--- config.mk ---
export PLATFORM = sky130hd
export DESIGN_NAME = ov7670_sccb_config
export DESIGN_NICKNAME = d
export VERILOG_FILES = /design/src/rtl/ov7670_sccb_config.sv
export SDC_FILE = /design/constraint.sdc
export NUM_CORES = 1
export LEC_CHECK = 0
export CAP_MARGIN = 5
export CORE_UTILIZATION = 30
export CTS_CLUSTER_SIZE = 12
export DETAILED_ROUTE_END_ITERATION = 12
export DONT_BUFFER_PORTS = 1
export GPL_ROUTABILITY_DRIVEN = 0
export PLACE_DENSITY_LB_ADDON = 0.2
export SLEW_MARGIN = 20
export SYNTH_ARGS = -nofsm -noshare
export SYNTH_HDL_FRONTEND = slang
export SYNTH_SLANG_ARGS = --single-unit
export TNS_END_PERCENT = 50
--- constraint.sdc ---
create_clock -name clk -period 3 [get_ports clk]
set_clock_uncertainty 0.15 [all_clocks]
set_input_delay 0.3 -clock clk [delete_from_list [all_inputs] [get_ports clk]]
set_output_delay 0.3 -clock clk [all_outputs]
set_load 0.01 [all_outputs]
--- src/rtl/ov7670_sccb_config.sv ---
// OV7670 boot-time register programmer: walks a {reg,data} ROM and writes each entry over SCCB (3-phase write).
// Optional OV_SWRESET_EN: issue COM7 soft reset (12/80) after power-up and idle SWRST_WAIT clocks before the table.
module ov7670_sccb_config #(
    parameter int          QTR_DIV        = 80,
    parameter int          POWERUP_CYCLES = 32000,
    parameter int          GAP_QTRS       = 8,
    parameter int          SWRST_WAIT     = 32000,
    parameter logic [7:0]  DEV_ID         = 8'h42
) (
    input  logic       clk,
    input  logic       rst,
    input  logic       start,
    output logic       sioc,
    output logic       siod_oe,
    output logic       busy,
    output logic       done,
    output logic [4:0] cfg_idx
);

    localparam int WAIT_MAX = (POWERUP_CYCLES > SWRST_WAIT) ? POWERUP_CYCLES : SWRST_WAIT;
    localparam int QN_MAX   = (GAP_QTRS > 108) ? GAP_QTRS : 108;
    localparam int QC_W     = $clog2(QTR_DIV) + 1;
    localparam int WC_W     = $clog2(WAIT_MAX) + 1;
    localparam int QN_W     = $clog2(QN_MAX) + 1;

`ifdef OV_SWRESET_EN
    typedef enum logic [2:0] {S_PWRUP, S_SWRST, S_LOAD, S_START, S_BITS, S_STOP, S_GAP, S_DONE} state_t;
`else
    typedef enum logic [2:0] {S_PWRUP, S_LOAD, S_START, S_BITS, S_STOP, S_GAP, S_DONE} state_t;
`endif

    state_t            state, state_nx;
    logic [QC_W-1:0]   qcnt;
    logic [QN_W-1:0]   qn;
    logic [WC_W-1:0]   wcnt;
    logic [26:0]       sh;
    logic [15:0]       entry;
    logic              tick;
    logic              sioc_d, oe_d;
    logic              sw_pend;

    function automatic logic [15:0] rom(input logic [4:0] idx);
        case (idx)
            5'd0:    rom = 16'h1214;
            5'd1:    rom = 16'h40D0;
            5'd2:    rom = 16'h8C00;
            5'd3:    rom = 16'h1101;
            5'd4:    rom = 16'h0C04;
            5'd5:    rom = 16'h3E19;
            5'd6:    rom = 16'h7211;
            5'd7:    rom = 16'h73F1;
            5'd8:    rom = 16'hA202;
            default: rom = 16'hFFFF;
        endcase
    endfunction

    assign tick  = (qcnt == QC_W'(QTR_DIV - 1));
    assign entry = sw_pend ? 16'h1280 : rom(cfg_idx);
    assign busy  = (state != S_DONE);
    assign done  = (state == S_DONE);

    always_comb begin
        state_nx = state;
        sioc_d   = 1'b1;
        oe_d     = 1'b0;
        case (state)
            S_PWRUP: if (wcnt == WC_W'(POWERUP_CYCLES - 1)) state_nx = S_LOAD;
`ifdef OV_SWRESET_EN
            S_SWRST: if (wcnt == WC_W'(SWRST_WAIT - 1)) state_nx = S_LOAD;
`endif
            S_LOAD:  state_nx = (!sw_pend && entry == 16'hFFFF) ? S_DONE : S_START;
            S_START: begin
                // SDA falls in q1 while SCL is still high, then SCL drops
                sioc_d = (qn < QN_W'(2));
                oe_d   = (qn != '0);
                if (tick && qn == QN_W'(3)) state_nx = S_BITS;
            end
            S_BITS: begin
                sioc_d = (qn[1:0] == 2'd1) || (qn[1:0] == 2'd2);
                oe_d   = ~sh[26];
                if (tick && qn == QN_W'(107)) state_nx = S_STOP;
            end
            S_STOP: begin
                sioc_d = (qn != '0);
                oe_d   = (qn < QN_W'(2));
                if (tick && qn == QN_W'(3)) state_nx = S_GAP;
            end
            S_GAP: begin
                if (tick && qn == QN_W'(GAP_QTRS - 1)) begin
`ifdef OV_SWRESET_EN
                    state_nx = sw_pend ? S_SWRST : S_LOAD;
`else
                    state_nx = S_LOAD;
`endif
                end
            end
            S_DONE:  if (start) state_nx = S_LOAD;
            default: state_nx = S_PWRUP;
        endcase
    end

    // Pins are registered so decode glitches never reach the bus; reset still idles them asynchronously.
    always_ff @(posedge clk or negedge rst) begin
        if (!rst) begin
            state   <= S_PWRUP;
            qcnt    <= '0;
            qn      <= '0;
            wcnt    <= '0;
            cfg_idx <= '0;
            sh      <= '0;
            sioc    <= 1'b1;
            siod_oe <= 1'b0;
        end else begin
            state   <= state_nx;
            sioc    <= sioc_d;
            siod_oe <= oe_d;
            if (state_nx != state) begin
                qcnt <= '0;
                qn   <= '0;
                wcnt <= '0;
            end else begin
                wcnt <= wcnt + 1'b1;
                if (tick) begin
                    qcnt <= '0;
                    qn   <= qn + 1'b1;
                end else begin
                    qcnt <= qcnt + 1'b1;
                end
            end
            // Each byte carries a trailing 1 so the 9th (ACK) bit releases SIOD.
            if (state == S_LOAD)
                sh <= {DEV_ID, 1'b1, entry[15:8], 1'b1, entry[7:0], 1'b1};
            else if (state == S_BITS && tick && qn[1:0] == 2'd3)
                sh <= {sh[25:0], 1'b1};
            if (state == S_GAP && state_nx == S_LOAD)
                cfg_idx <= cfg_idx + 1'b1;
            else if (state == S_DONE && start)
                cfg_idx <= '0;
        end
    end

`ifdef OV_SWRESET_EN
    always_ff @(posedge clk or negedge rst) begin
        if (!rst)
            sw_pend <= 1'b1;
        else if (state == S_GAP && state_nx == S_SWRST)
            sw_pend <= 1'b0;
    end
`else
    assign sw_pend = 1'b0;
`endif

endmodule

# Word-level counts from Yosys, hierarchy flattened
# Memory sizes are Yosys's and may differ from the RTL's.
# Cells that the tools add are included.
# classes
n_addsub	4
n_lt_le_gt_ge	1
eq_ne	18
n_mux	20
bitwise	1
reduce_logical	13
# ops
cell	n
$mux 27	2
$mux 16	2
$mux 8	4
$mux 3	7
$pmux 3 s7	1
$add 16x1->16 const B	1
$add 8x1->8 const B	2
$eq 16x15->1 const B	1
$eq 16x16->1 const B	1
$eq 8x7->1 const B	2
$mux 5	2
$eq 3x3->1 const B	3
$eq 8x2->1 const B	1
$eq 8x3->1 const B	1
$lt 8x2->1 const B	1
$reduce_bool 8->1	1
$logic_and 1x1->1	7
$eq 3x1->1 const B	2
$eq 3x2->1 const B	2
$pmux 1 s3	2
$reduce_bool 2->1	3
$add 5x1->5 const B	1
$eq 2x2->1 const B	2
$logic_not 3->1	1
other kinds (5)	5
# word_totals
reg_bits	69
rom_bits	256
out_inout_bits	9
memories	1
# mem_list
memory	words	width	read_ports	rd_ports_with_merged_regs	write_ports	line_no	rtl
(name not given)	16	16	1	0	0	43	case (idx)

# Logic depth before layout (Yosys ltp)
# Gate-level depths: netlist (run 1).
# An unclocked memory read counts as a cell.
# logic_depth
ltp_word	8
mapped_depth	8
depth_no_buf	8

# Worst setup path before layout (run 1)
# Ideal clock, no wire load.
# synth_path
path_type	register to register
startpoint	register qcnt[4]
endpoint	register cfg_idx[2]
arrival_ns	2.005
required_time_ns	2.726
setup_slack_ns	0.722
stages_incl_launch_ff	7
n_path_buf	1
path_cell_list	dfrtp_1 -> buf_6 -> or4b_4 -> nor4_4 -> nand3_4 -> and2_4 -> a211o_1
# synth_via
elab_chain_len	7
elab_cells_between_ends	13
classes_between	eq/ne (2); mux (6); reduce/logical (5)
# synth_lines
element	line_no	rtl
start: declaration	33	logic [QC_W-1:0] qcnt;
start signal: assignment	127	qcnt <= qcnt + 1'b1;
$eq 8x7->1 (*)	57	assign tick = (qcnt == QC_W'(QTR_DIV - 1));
$logic_and 1x1->1, on equally long branches	n/a	
$mux 3, on equally long branches	n/a	
$pmux 3 s7 (*)	66	case (state)
$eq 3x1->1 (*)	135	if (state == S_GAP && state_nx == S_LOAD)
$logic_and 1x1->1 (*)	135	
$mux 5 / $reduce_bool 2->1 (equally long branches)	n/a	
end signal: assignment	136	cfg_idx <= cfg_idx + 1'b1;
end: declaration	17	output logic [4:0] cfg_idx
# Every way passes the cells marked *; elsewhere a longest branch is shown, timed or not.
# A chain may end at the register's enable or synchronous reset.

# Final worst setup path (run 1)
# layout_path
startpoint	register qcnt[4]
endpoint	register qcnt[6]
# layout_via
elab_chain_len	6
elab_cells_between_ends	13
classes_between	add/sub (1); eq/ne (2); mux (7); reduce/logical (3)
# layout_lines
element	line_no	rtl
$eq 8x7->1	57	
$logic_and 1x1->1, on equally long branches	n/a	
$mux 3, on equally long branches	n/a	
$pmux 3 s7	66	
$ne 3x3->1	117	if (state_nx != state) begin
$mux 8 (*)	117	
# Marked as above.

==> flow_metrics.py, run 1 <==
metrics = {
    "clock_tree": {
        "cts_tree": "yes",
        "cts.htree.levels": 3,
        "post_cts_buffers": 0,
        "numCtsBuffers": 9,
        "clock_path_buffers": 2,
        "cts_root_buf": "clkbuf_16",
        "clk_pin_slew_ps": 60,
        "clock_latency_ps": 330,
        "cts.sinks": 69,
    },
    "sta": {
        "hold_viol_final": 0,
        "period_minus_slack_ps": 2562,
        "post-route-period-util": 0.8541,
        "tightest_slew_ps": 638.3,
        "max_freq_mhz": 390.3,
        "fin_setup_tns_ps": 0,
        "slew_viol_final": 0,
        "finalSetupViolCount": 0,
        "slew_headroom": 0.5744,
        "rsz0062_at_grt": "false",
    },
    "finish": {
        "layout_commonest_cell": "dfrtp_1",
        "final_cell_area_um2": 4124,
        "nFillCells": 1188,
        "multiInputGateArea_um2": 1734,
        "area_growth_syn_to_layout_pct": 13.69,
        "nets": 393,
        "diodes": 0,
        "layout_common_cells": "68 x dfrtp_1, 51 x nor2_1, 39 x nand2_1",
        "area.sequential_um2": 1728,
        "layout-drive-gt1-share": 0.09922,
        "post-route-util": 0.3551,
    },
    "critical_path": {
        "crit_arrival_ps": 2600,
        "cpPeakStageDelay_ps": 520,
        "crit_path_end_kind": "flop",
        "path_cells": "nor4b_4, nand3_1, a2111o_1, nand3_1, a21oi_1",
        "cp_max_fo": 13,
        "cp_num_buf_inv": 0,
        "crit_type": "flop to flop",
        "worst_path_dominant_cell_family": "simple AND/OR/NAND/NOR gates",
        "cp.required_ps": 3040,
        "critPathSlowestCell": "a2111o_1",
        "start_kind": "flop",
        "cpMostUsedCell": "nand3_1",
    },
    "placed_design": {
        "dpl_cell_area_um2": 3739,
        "dpl.hpwl_um": 5086,
        "port_buffers": 0,
    },
    "synth": {
        "ys_seq_elements": 69,
        "synthFlopType": "dfrtp_1",
        "seq_area_frac_synth": 0.4764,
        "post_synth.cell_area_avg_um2": 9.673,
        "async_reset_ff_frac": 1.000,
        "synth_warnings": 0,
        "syn_inst": 375,
        "syn_nets": 390,
        "synthDistinctLibCells": 55,
        "synth-edff-count": 0,
        "synth_area_um2": 3627,
    },
    "pwr": {
        "peakVddDrop_uv": 263.5,
        "p_per_area_nw_per_um2": 530.6,
        "power_mw": 2.188,
        "leakage_nw": 1.802,
    },
    "status": {
        "status": "complete, but fails checks",
        "violations": "design-rule violations",
    },
    "grt": {
        "antenna_found_initial": 0,
        "grt_max_degree": 70,
        "grt_usage": 0.1296,
        "grt_pass1_wl_um": 12940,
        "overflow": 0,
        "grt_pass1_vias": 2572,
    },
    "die": {
        "rows": 39,
        "start_util": 0.3123,
        "fp.dieH_um": 112.0,
        "die-area_um2": 12540,
        "boundaryPins": 12,
        "core_um2": 11610,
        "die_w_um": 112.0,
    },
    "worst_hold_path": {
        "hp-class": "input port to flop",
    },
    "route": {
        "wirelength_um": 7369,
        "dr.pass1.iters": 8,
        "dr_total_vias": 2594,
        "drt_iter0_drc": 165,
        "ant_nets": 0,
        "via_per_inst": 4.932,
        "routedWlPerCell_um": 14.01,
        "drc_errors": 2,
    },
    "job": {
        "max-cap-violations": 0,
    },
}
==> cells in the mapped netlist, types with 2 or more instances <==
master	n	share of area
nor3b_1	2	0.0041
nand3_1	20	0.028
clkbuf_8	2	0.0076
or3_1	3	0.0052
and4_1	2	0.0048
o22a_1	2	0.0048
nor3_1	10	0.014
o21ai_0	18	0.025
clkbuf_1	5	0.0052
nand4_1	4	0.0069
a21oi_1	28	0.039
buf_4	4	0.0083
nor4_4	2	0.012
mux2i_1	10	0.028
buf_6	2	0.0062
nand2b_1	5	0.0086
nand2_1	39	0.040
ha_1	12	0.041
inv_1	15	0.016
nand4b_1	2	0.0048
xnor2_1	17	0.041
o221ai_1	3	0.0072
nor2_1	52	0.054
and3_1	2	0.0034
or2_2	2	0.0034
dfrtp_1	68	0.47
nor4_1	2	0.0034
o2bb2ai_1	2	0.0048
xor2_1	9	0.022
a221o_1	6	0.017
==> per-layer routing <==
metal	track usage	wire length, um
met1	0.1749	3685
met2	0.1992	3410
met3	0.03375	180
met4	0.04889	92
met5	0	0
==> state kept, by name, indices dropped and copies added (netlist names) <==
name / count
wcnt: 16
qcnt: 8
sioc: 1
sh: 27
siod_oe: 1
state: 3
cfg_idx: 5
qn: 8
==> logic make-up after synthesis <==
logic type	share of synthesized area
buf+inv	0.04622
fa+ha+maj	0.04139
compound gates	0.1163
simple gates	0.2294
mux	0.02760
flops	0.4764
xor+xnor	0.06278
==> final timing paths <==
check | start | end | slack [ps] | cells past startpoint
max | qcnt[4]$_DFF_PN0_ | qcnt[6]$_DFF_PN0_ | 440 | 5
min | start | state[1]$_DFF_PN0_ | 60 | 2
max reg2reg | qcnt[4]$_DFF_PN0_ | qcnt[6]$_DFF_PN0_ | 440 | 5
min reg2reg | sh[0]$_DFFE_PN0P_ | sh[0]$_DFFE_PN0P_ | 330 | 1
max in group asynchronous | rst | sioc$_DFF_PN1_ | 2000 | 2
min in group asynchronous | rst | cfg_idx[4]$_DFFE_PN0P_ | 370 | 2
==> what timing repair did <==
action,4_1_cts,5_1_grt
resized for setup,0,0
hold buffers,2,0
endpoints found under the hold margin,69,0
==> through the flow <==
stage	cells	setup slack, ps	hold WS, ps
2_1_floorplan	375	721.6	-145.6
3_3_place_gp	508	448.5	-143.1
3_5_place_dp	508	430.1	-142.4
4_1_cts	526	414.3	51.29
5_1_grt	526	228.5	74.63
6_report	526	437.8	60.49
==> power breakdown <==
part	switching (mW)	internal [mW]	leakage, nW	total, mW
Sequential	0	0.931	0.926	0.931
Combinational	0.0185	0.00461	0.714	0.0231
Clock	0.419	0.816	0.162	1.23
Total	0.437	1.75	1.80	2.19
==> cell type report <==
class                      instances  area share
tap                              143     0.04339
clock buffer                       9     0.05461
clock inverter                     7     0.02973
sequential                        69      0.4190
timing repair buffer               7     0.01820
multi-input combinational        275      0.4205
inverter                          16     0.01456
==> worst register-to-register path: cells and delay by family, from the launching register on <==
kind	cells	cell delay, ps
AOI/OAI and AO/OA	2	620
and+or+nand+nor	3	1180
DFF	1	470
Note: power is estimated with default switching activity, not from simulation.
==> run 2, diff against run 1 <==
--- a/config.mk
+++ b/config.mk
@@ -7,6 +7,7 @@
 export LEC_CHECK = 0
 export CAP_MARGIN = 5
 export CORE_UTILIZATION = 30
+export CTS_BUF_LIST = sky130_fd_sc_hd__clkbuf_4 sky130_fd_sc_hd__clkbuf_8
 export CTS_CLUSTER_SIZE = 12
 export DETAILED_ROUTE_END_ITERATION = 12
 export DONT_BUFFER_PORTS = 1
==> run 2 against run 1 <==
  * The flow still finishes with violations (design-rule violations)
  * Fmax about the same
  * Combinational power about the same
  * Non-clock buffer count unchanged
  * Sequential share of layout area up 1.1 points
  * Clock power down 23%
  * Utilization down 0.87 points
  * Cell count unchanged
  * Global-route usage up 0.23 points
  * Wire length up 0.53%
==> flow_metrics.py, run 2 (synthesis gave the netlist of run 1 again) <==
metrics = {
    "status": {
        "status": "complete, but fails checks",
        "violations": "design-rule violations",
    },
    "grt": {
        "gr-usage-met1": 0.1746,
        "use_met2": 0.2004,
        "grt_pass1_vias": 2573,
        "grt_pass1_wl_um": 13000,
        "top_usage_layer": "met2",
        "overflow": 0,
        "antenna_found_initial": 0,
        "gr-usage-met3": 0.04192,
        "grt_usage": 0.1319,
        "grt_max_degree": 70,
    },
    "sta": {
        "slew_headroom": 0.5580,
        "hold_ws_ps": 35.11,
        "slew_viol_final": 0,
        "finalSetupViolCount": 0,
        "hold_viol_final": 0,
        "tightest_slew_ps": 663.0,
        "rsz0062_at_grt": "false",
        "period_minus_slack_ps": 2564,
        "max_freq_mhz": 390.1,
        "post-route-period-util": 0.8545,
        "fin_setup_tns_ps": 0,
    },
    "route": {
        "dr.pass1.iters": 8,
        "wirelength_um": 7408,
        "drc_errors": 2,
        "via_per_inst": 4.939,
        "drt_iter0_drc": 197,
        "routedWlPerCell_um": 14.08,
        "dr_total_vias": 2598,
        "ant_nets": 0,
    },
    "job": {
        "max-cap-violations": 0,
    },
    "pwr": {
        "p_sw_mw": 0.4092,
        "peakVddDrop_uv": 188.1,
        "power_mw": 1.899,
        "comb_power_share": 0.012,
        "leakage_nw": 1.756,
        "seqPwrFrac": 0.489,
        "pwr-share-clk": 0.498,
        "p_per_area_nw_per_um2": 472.1,
        "intPower_mw": 1.490,
        "p_sw_frac": 0.2155,
    },
    "critical_path": {
        "crit_type": "flop to flop",
        "start_kind": "flop",
        "crit_arrival_ps": 2630,
        "cpMostUsedCell": "nand3_1",
        "cpPeakStageDelay_ps": 520,
        "rrSetupSlack_ps": 440,
        "cp_max_fo": 13,
        "r2r-start": "qcnt[4]$_DFF_PN0_",
        "r2r_cells": 5,
        "path_cells": "nor4b_4, nand3_1, a2111o_1, nand3_1, a21oi_1",
        "crit_path_end_kind": "flop",
        "r2r-end": "qcnt[6]$_DFF_PN0_",
        "critPathSlowestCell": "a2111o_1",
        "cp.required_ps": 3060,
        "crit_start": "qcnt[4]$_DFF_PN0_",
    },
    "die": {
        "core_um2": 11610,
        "rows": 39,
        "boundaryPins": 12,
        "die_w_um": 112.0,
        "die-area_um2": 12540,
        "fp.dieH_um": 112.0,
        "start_util": 0.3123,
    },
    "worst_hold_path": {
        "hold_depth": 2,
        "hold_start": "start",
        "min_to": "state[1]$_DFF_PN0_",
        "hp-class": "input port to flop",
    },
    "placed_design": {
        "dpl.hpwl_um": 5086,
        "port_buffers": 0,
        "dpl_cell_area_um2": 3739,
    },
    "finish": {
        "nFillCells": 1189,
        "top_register": "sh",
        "layout_commonest_cell": "dfrtp_1",
        "final_cell_area_um2": 4023,
        "layout-drive-gt1-share": 0.09922,
        "largest_reg_flops": 27,
        "diodes": 0,
        "reg_top3": "sh: 27 flops, wcnt: 16 flops",
        "layout_common_cells": "68 x dfrtp_1, 51 x nor2_1, 39 x nand2_1",
        "area_growth_syn_to_layout_pct": 10.90,
        "nets": 393,
    },
    "clock_tree": {
        "numCtsBuffers": 9,
        "post_cts_buffers": 0,
        "clock_path_buffers": 2,
        "cts_root_buf": "clkbuf_8",
        "cts_tree": "yes",
        "clock_latency_ps": 360,
        "clk_pin_slew_ps": 70,
        "cts.sinks": 69,
        "cts.htree.levels": 3,
    },
}
[run 2: cell counts in the layout (fill, tap and decap cells not counted)]
No cell type changed its count.
[run 2: critical path: cells and delay by family, from the launching register on]
kind               cells  cell delay (ps)
AOI/OAI and AO/OA      2              620
DFF                    1              480
and+or+nand+nor        3             1180
[run 2: worst max path at each step]
| stage | slack (ps) | endpoint |
|---|---|---|
| floorplan | 720 | cfg_idx[2]$_DFFE_PN0P_ |
| global placement | 450 | qn[6]$_DFFE_PN0P_ |
| CTS | 410 | qcnt[6]$_DFF_PN0_ |
| detailed placement | 430 | qcnt[1]$_DFF_PN0_ |
| finish | 440 | qcnt[6]$_DFF_PN0_ |
| global route | 230 | qcnt[0]$_DFF_PN0_ |
[run 2: final cells by class]
| cell class | instances | area (um^2) | share of cell area |
|---|---|---|---|
| repair buffers | 7 | 75.07 | 0.01866 |
| clock inverters | 7 | 122.6 | 0.03048 |
| well taps | 143 | 178.9 | 0.04448 |
| multi-input cells | 275 | 1734 | 0.4311 |
| flip-flops and latches | 69 | 1728 | 0.4295 |
| clock buffers | 9 | 123.9 | 0.03079 |
| inverters | 16 | 60.06 | 0.01493 |
[run 2: power by group through the flow]
stage / registers [mW] / logic [mW] / clock network (mW)
final: 0.929 / 0.0233 / 0.946
after global routing: 0.929 / 0.0275 / 1.01
after CTS: 0.929 / 0.0252 / 0.979
after detailed placement: 0.948 / 0.000000769 / 0
after global placement: 0.948 / 0.000000769 / 0
after floorplan: 0.948 / 0.000000801 / 0
[run 2: metal layers]
layer | wire length, um | up-vias
met5 | 0 | -
met4 | 86 | 0
met3 | 268 | 10
met2 | 3403 | 38
met1 | 3650 | 1248
li1 | - | 1302
[run 2: per-stage QoR]
| stage | utilization | cells | setup slack, ps |
|---|---|---|---|
| finish | 0.3464 | 526 | 436.4 |
| detailed placement | 0.3219 | 508 | 430.1 |
| global route | 0.3464 | 526 | 225.6 |
| CTS | 0.3464 | 526 | 411.4 |
| floorplan | - | 375 | 721.6 |
| global placement | 0.3219 | 508 | 448.5 |
[run 2: repair_timing]
item / CTS / global route
hold buffers: 2 / 0
hold endpoints to repair: 69 / 0
resized for setup: 0 / 0
==> run 3, diff against run 2 <==
--- a/config.mk
+++ b/config.mk
@@ -5,6 +5,7 @@
 export SDC_FILE = /design/constraint.sdc
 export NUM_CORES = 1
 export LEC_CHECK = 0
+export ABC_AREA = 1
 export CAP_MARGIN = 5
 export CORE_UTILIZATION = 30
 export CTS_BUF_LIST = sky130_fd_sc_hd__clkbuf_4 sky130_fd_sc_hd__clkbuf_8
==> constraint.sdc (replaced) <==
create_clock -name clk -period 3 [get_ports clk]
set_clock_uncertainty 0.15 [all_clocks]
set_input_delay 0.3 -clock clk [delete_from_list [all_inputs] [get_ports clk]]
set_output_delay 0.3 -clock clk [all_outputs]
set_load 0.02 [all_outputs]
==> run 3 against run 2 <==
  * The run now ends clean
  * Combinational power is essentially flat
  * Sequential power about the same
  * Wire length grew 3.9%
  * Largest cell class unchanged
  * Non-clock buffer count rose by 3
  * Die area rose by 5.1%
  * Fmax grew 4.8%
  * Critical path type unchanged
  * Utilization grew 0.12 points
  * Flip-flop and latch count stayed put
  * Worst setup slack improved by 120 ps
  * Cell count up 19%
==> flow_metrics.py, run 3 <==
metrics = {
    "critical_path": {
        "crit_type": "flop to flop",
        "r2r_cells": 9,
        "cp.required_ps": 3130,
        "critPathCapture": "qn[4]$_DFFE_PN0P_",
        "rrSetupSlack_ps": 550,
        "r2r-start": "cfg_idx[0]$_DFFE_PN0P_",
        "crit_path_end_kind": "flop",
        "crit_arrival_ps": 2580,
        "r2r-end": "qn[4]$_DFFE_PN0P_",
        "start_kind": "flop",
        "crit_start": "cfg_idx[0]$_DFFE_PN0P_",
        "cp_max_fo": 20,
    },
    "synth": {
        "synth-edff-count": 0,
        "yosysTopAreaCellShare": 0.4459,
        "synthFlopType": "dfrtp_1",
        "ys_seq_elements": 69,
        "syn_nets": 460,
        "async_reset_ff_frac": 1.000,
        "synth_area_leaders": "dfrtp_1 45%, nand2_1 6.8%, inv_1 5.5%, nor2_2 4.8%, nand3_1 4.5%",
        "synth_top_area_cell": "dfrtp_1",
        "synthDistinctLibCells": 42,
        "synth_area_um2": 3816,
        "synth.most_common_cell": "nand2_1",
        "synth_warnings": 0,
        "syn_inst": 445,
        "seq_area_frac_synth": 0.4528,
        "synth_common_cells": "69 x nand2_1, 68 x dfrtp_1, 56 x inv_1, 38 x nor2_1, 34 x nand3_1",
        "post_synth.cell_area_avg_um2": 8.576,
    },
    "pwr": {
        "peakVddDrop_uv": 207.3,
        "comb_power_share": 0.014,
        "leakage_nw": 1.995,
        "seqPwrFrac": 0.537,
        "p_sw_frac": 0.2268,
        "pwr-share-clk": 0.449,
        "p_per_area_nw_per_um2": 407.4,
        "p_sw_mw": 0.3921,
        "intPower_mw": 1.337,
    },
    "sta": {
        "period_minus_slack_ps": 2447,
        "fin_setup_tns_ps": 0,
        "slew_headroom": 0.6940,
        "rsz0062_at_grt": "false",
        "max_freq_mhz": 408.7,
        "slew_viol_final": 0,
        "post-route-period-util": 0.8156,
        "hold_viol_final": 0,
        "finalSetupViolCount": 0,
        "tightest_slew_ps": 458.5,
    },
    "finish": {
        "nFillCells": 1322,
        "diodes": 0,
        "layout_commonest_cell": "nand2_1",
        "area_growth_syn_to_layout_pct": 11.21,
        "top_register": "sh",
        "final_cell_area_um2": 4244,
        "nets": 469,
        "layout-drive-gt1-share": 0.1939,
        "layout_common_cells": "69 x nand2_1, 68 x dfrtp_1, 56 x inv_1",
        "reg_top3": "sh: 27 flops, wcnt: 16 flops",
        "post-route-util": 0.3475,
        "largest_reg_flops": 27,
    },
    "clock_tree": {
        "cts_tree": "yes",
        "clock_path_buffers": 2,
        "numCtsBuffers": 9,
        "cts_root_buf": "clkbuf_8",
        "cts_resized": 0,
        "clk_pin_slew_ps": 80,
        "cts.htree.levels": 3,
        "clock_latency_ps": 360,
        "cts.sinks": 69,
    },
    "grt": {
        "grt_pass1_wl_um": 13580,
        "grt_pass1_vias": 2796,
        "grt_max_degree": 70,
        "antenna_found_initial": 0,
        "grt_usage": 0.1324,
        "overflow": 0,
    },
    "die": {
        "rows": 40,
        "start_util": 0.3125,
        "core_um2": 12210,
        "boundaryPins": 12,
        "fp.dieH_um": 114.8,
        "die-area_um2": 13180,
        "die_w_um": 114.8,
    },
    "route": {
        "routedWlPerCell_um": 12.27,
        "wirelength_um": 7694,
        "via_per_inst": 4.486,
        "dr.pass1.iters": 4,
        "dr_total_vias": 2813,
        "ant_nets": 0,
        "drt_iter0_drc": 154,
        "drc_errors": 0,
    },
    "worst_hold_path": {
        "hold_depth": 3,
        "hp-class": "input port to flop",
    },
    "placed_design": {
        "port_buffers": 0,
        "dpl_cell_area_um2": 4006,
        "dpl.hpwl_um": 5359,
    },
    "status": {
        "status": "finished, final reports clean",
    },
    "job": {
        "max-cap-violations": 0,
    },
}
==> run 3: changes by cell type in the layout (fill, tap and decap cells not counted), sizes merged, moves of 6 or more <==
cell and change:
mux2i -10, nor2 +20, nand4 +8, nand2 +36, inv +52, xor2 +7
nand3 +18, a221o -6, a21oi -22, xnor2 -12
==> run 3: kinds of logic (layout without fill, tap and decap cells) <==
kind of cell	after synthesis	in the layout	synth area share
AND/OR/NAND/NOR	211	211	0.2862
buffers and inverters	81	95	0.08885
flip-flops	69	69	0.4528
AO/OA/AOI/OAI	51	51	0.08459
XOR/XNOR	21	21	0.04820
adder cells (fa/ha/maj)	12	12	0.03934
==> run 3: worst min path at each step <==
stage                                         to   from  slack [ps]
after floorplan           cfg_idx[0]$_DFFE_PN0P_    rst        -150
after global placement         wcnt[6]$_DFF_PN0_    rst        -140
after detailed placement       wcnt[6]$_DFF_PN0_    rst        -140
after CTS                 cfg_idx[3]$_DFFE_PN0P_  start          50
after global routing      cfg_idx[1]$_DFFE_PN0P_  start          70
final                     cfg_idx[3]$_DFFE_PN0P_  start          60
==> run 3: cell type report <==
cell class,count,area (um^2),area share
Clock buffer,10,137.6,0.03243
Timing Repair Buffer,10,97.59,0.02300
Tap cell,168,210.2,0.04953
Inverter,69,259.0,0.06103
Clock inverter,6,62.56,0.01474
Sequential cell,69,1728,0.4071
Multi-Input combinational cell,295,1749,0.4121
==> run 3: stage by stage <==
step / power [mW] / hold slack (ps) / cells / setup WS (ps)
after floorplan: 0.9480 / -145.6 / 445 / 766.6
after global placement: 0.9479 / -143.7 / 609 / 650.2
after detailed placement: 0.9479 / -143.7 / 609 / 559.7
after CTS: 1.765 / 47.86 / 627 / 536.3
after global routing: 1.800 / 74.64 / 627 / 400.3
final: 1.729 / 56.60 / 627 / 553.2
==> run 3: routing by layer <==
metal | GRT usage | routed length (um)
met3 | 0.02636 | 223
met4 | 0.05714 | 135
met5 | 0 | 0
met2 | 0.1911 | 3316
met1 | 0.1921 | 4018
==> run 3: timing repair <==
item	4_1_cts	5_1_grt
hold buffers	2	0
endpoints found under the hold margin	69	0
buffers inserted	0	0
==> run 3: power by group through the flow <==
stage,clock network [mW],registers [mW],logic [mW]
2_1_floorplan,0,0.948,0.00000845
3_3_place_gp,0,0.948,0.00000843
3_5_place_dp,0,0.948,0.00000842
4_1_cts,0.811,0.929,0.0252
5_1_grt,0.843,0.929,0.0283
6_report,0.776,0.929,0.0234
==> run 3: critical path: stages, from the launching register on <==
cell and delay (ps):
dfrtp_1 560, inv_1 160, ha_1 260, ha_1 210, o21ai_2 170, nand2_2 140, nand4_2 130, nand3_2 170
buf_4 280, nor2_1 110
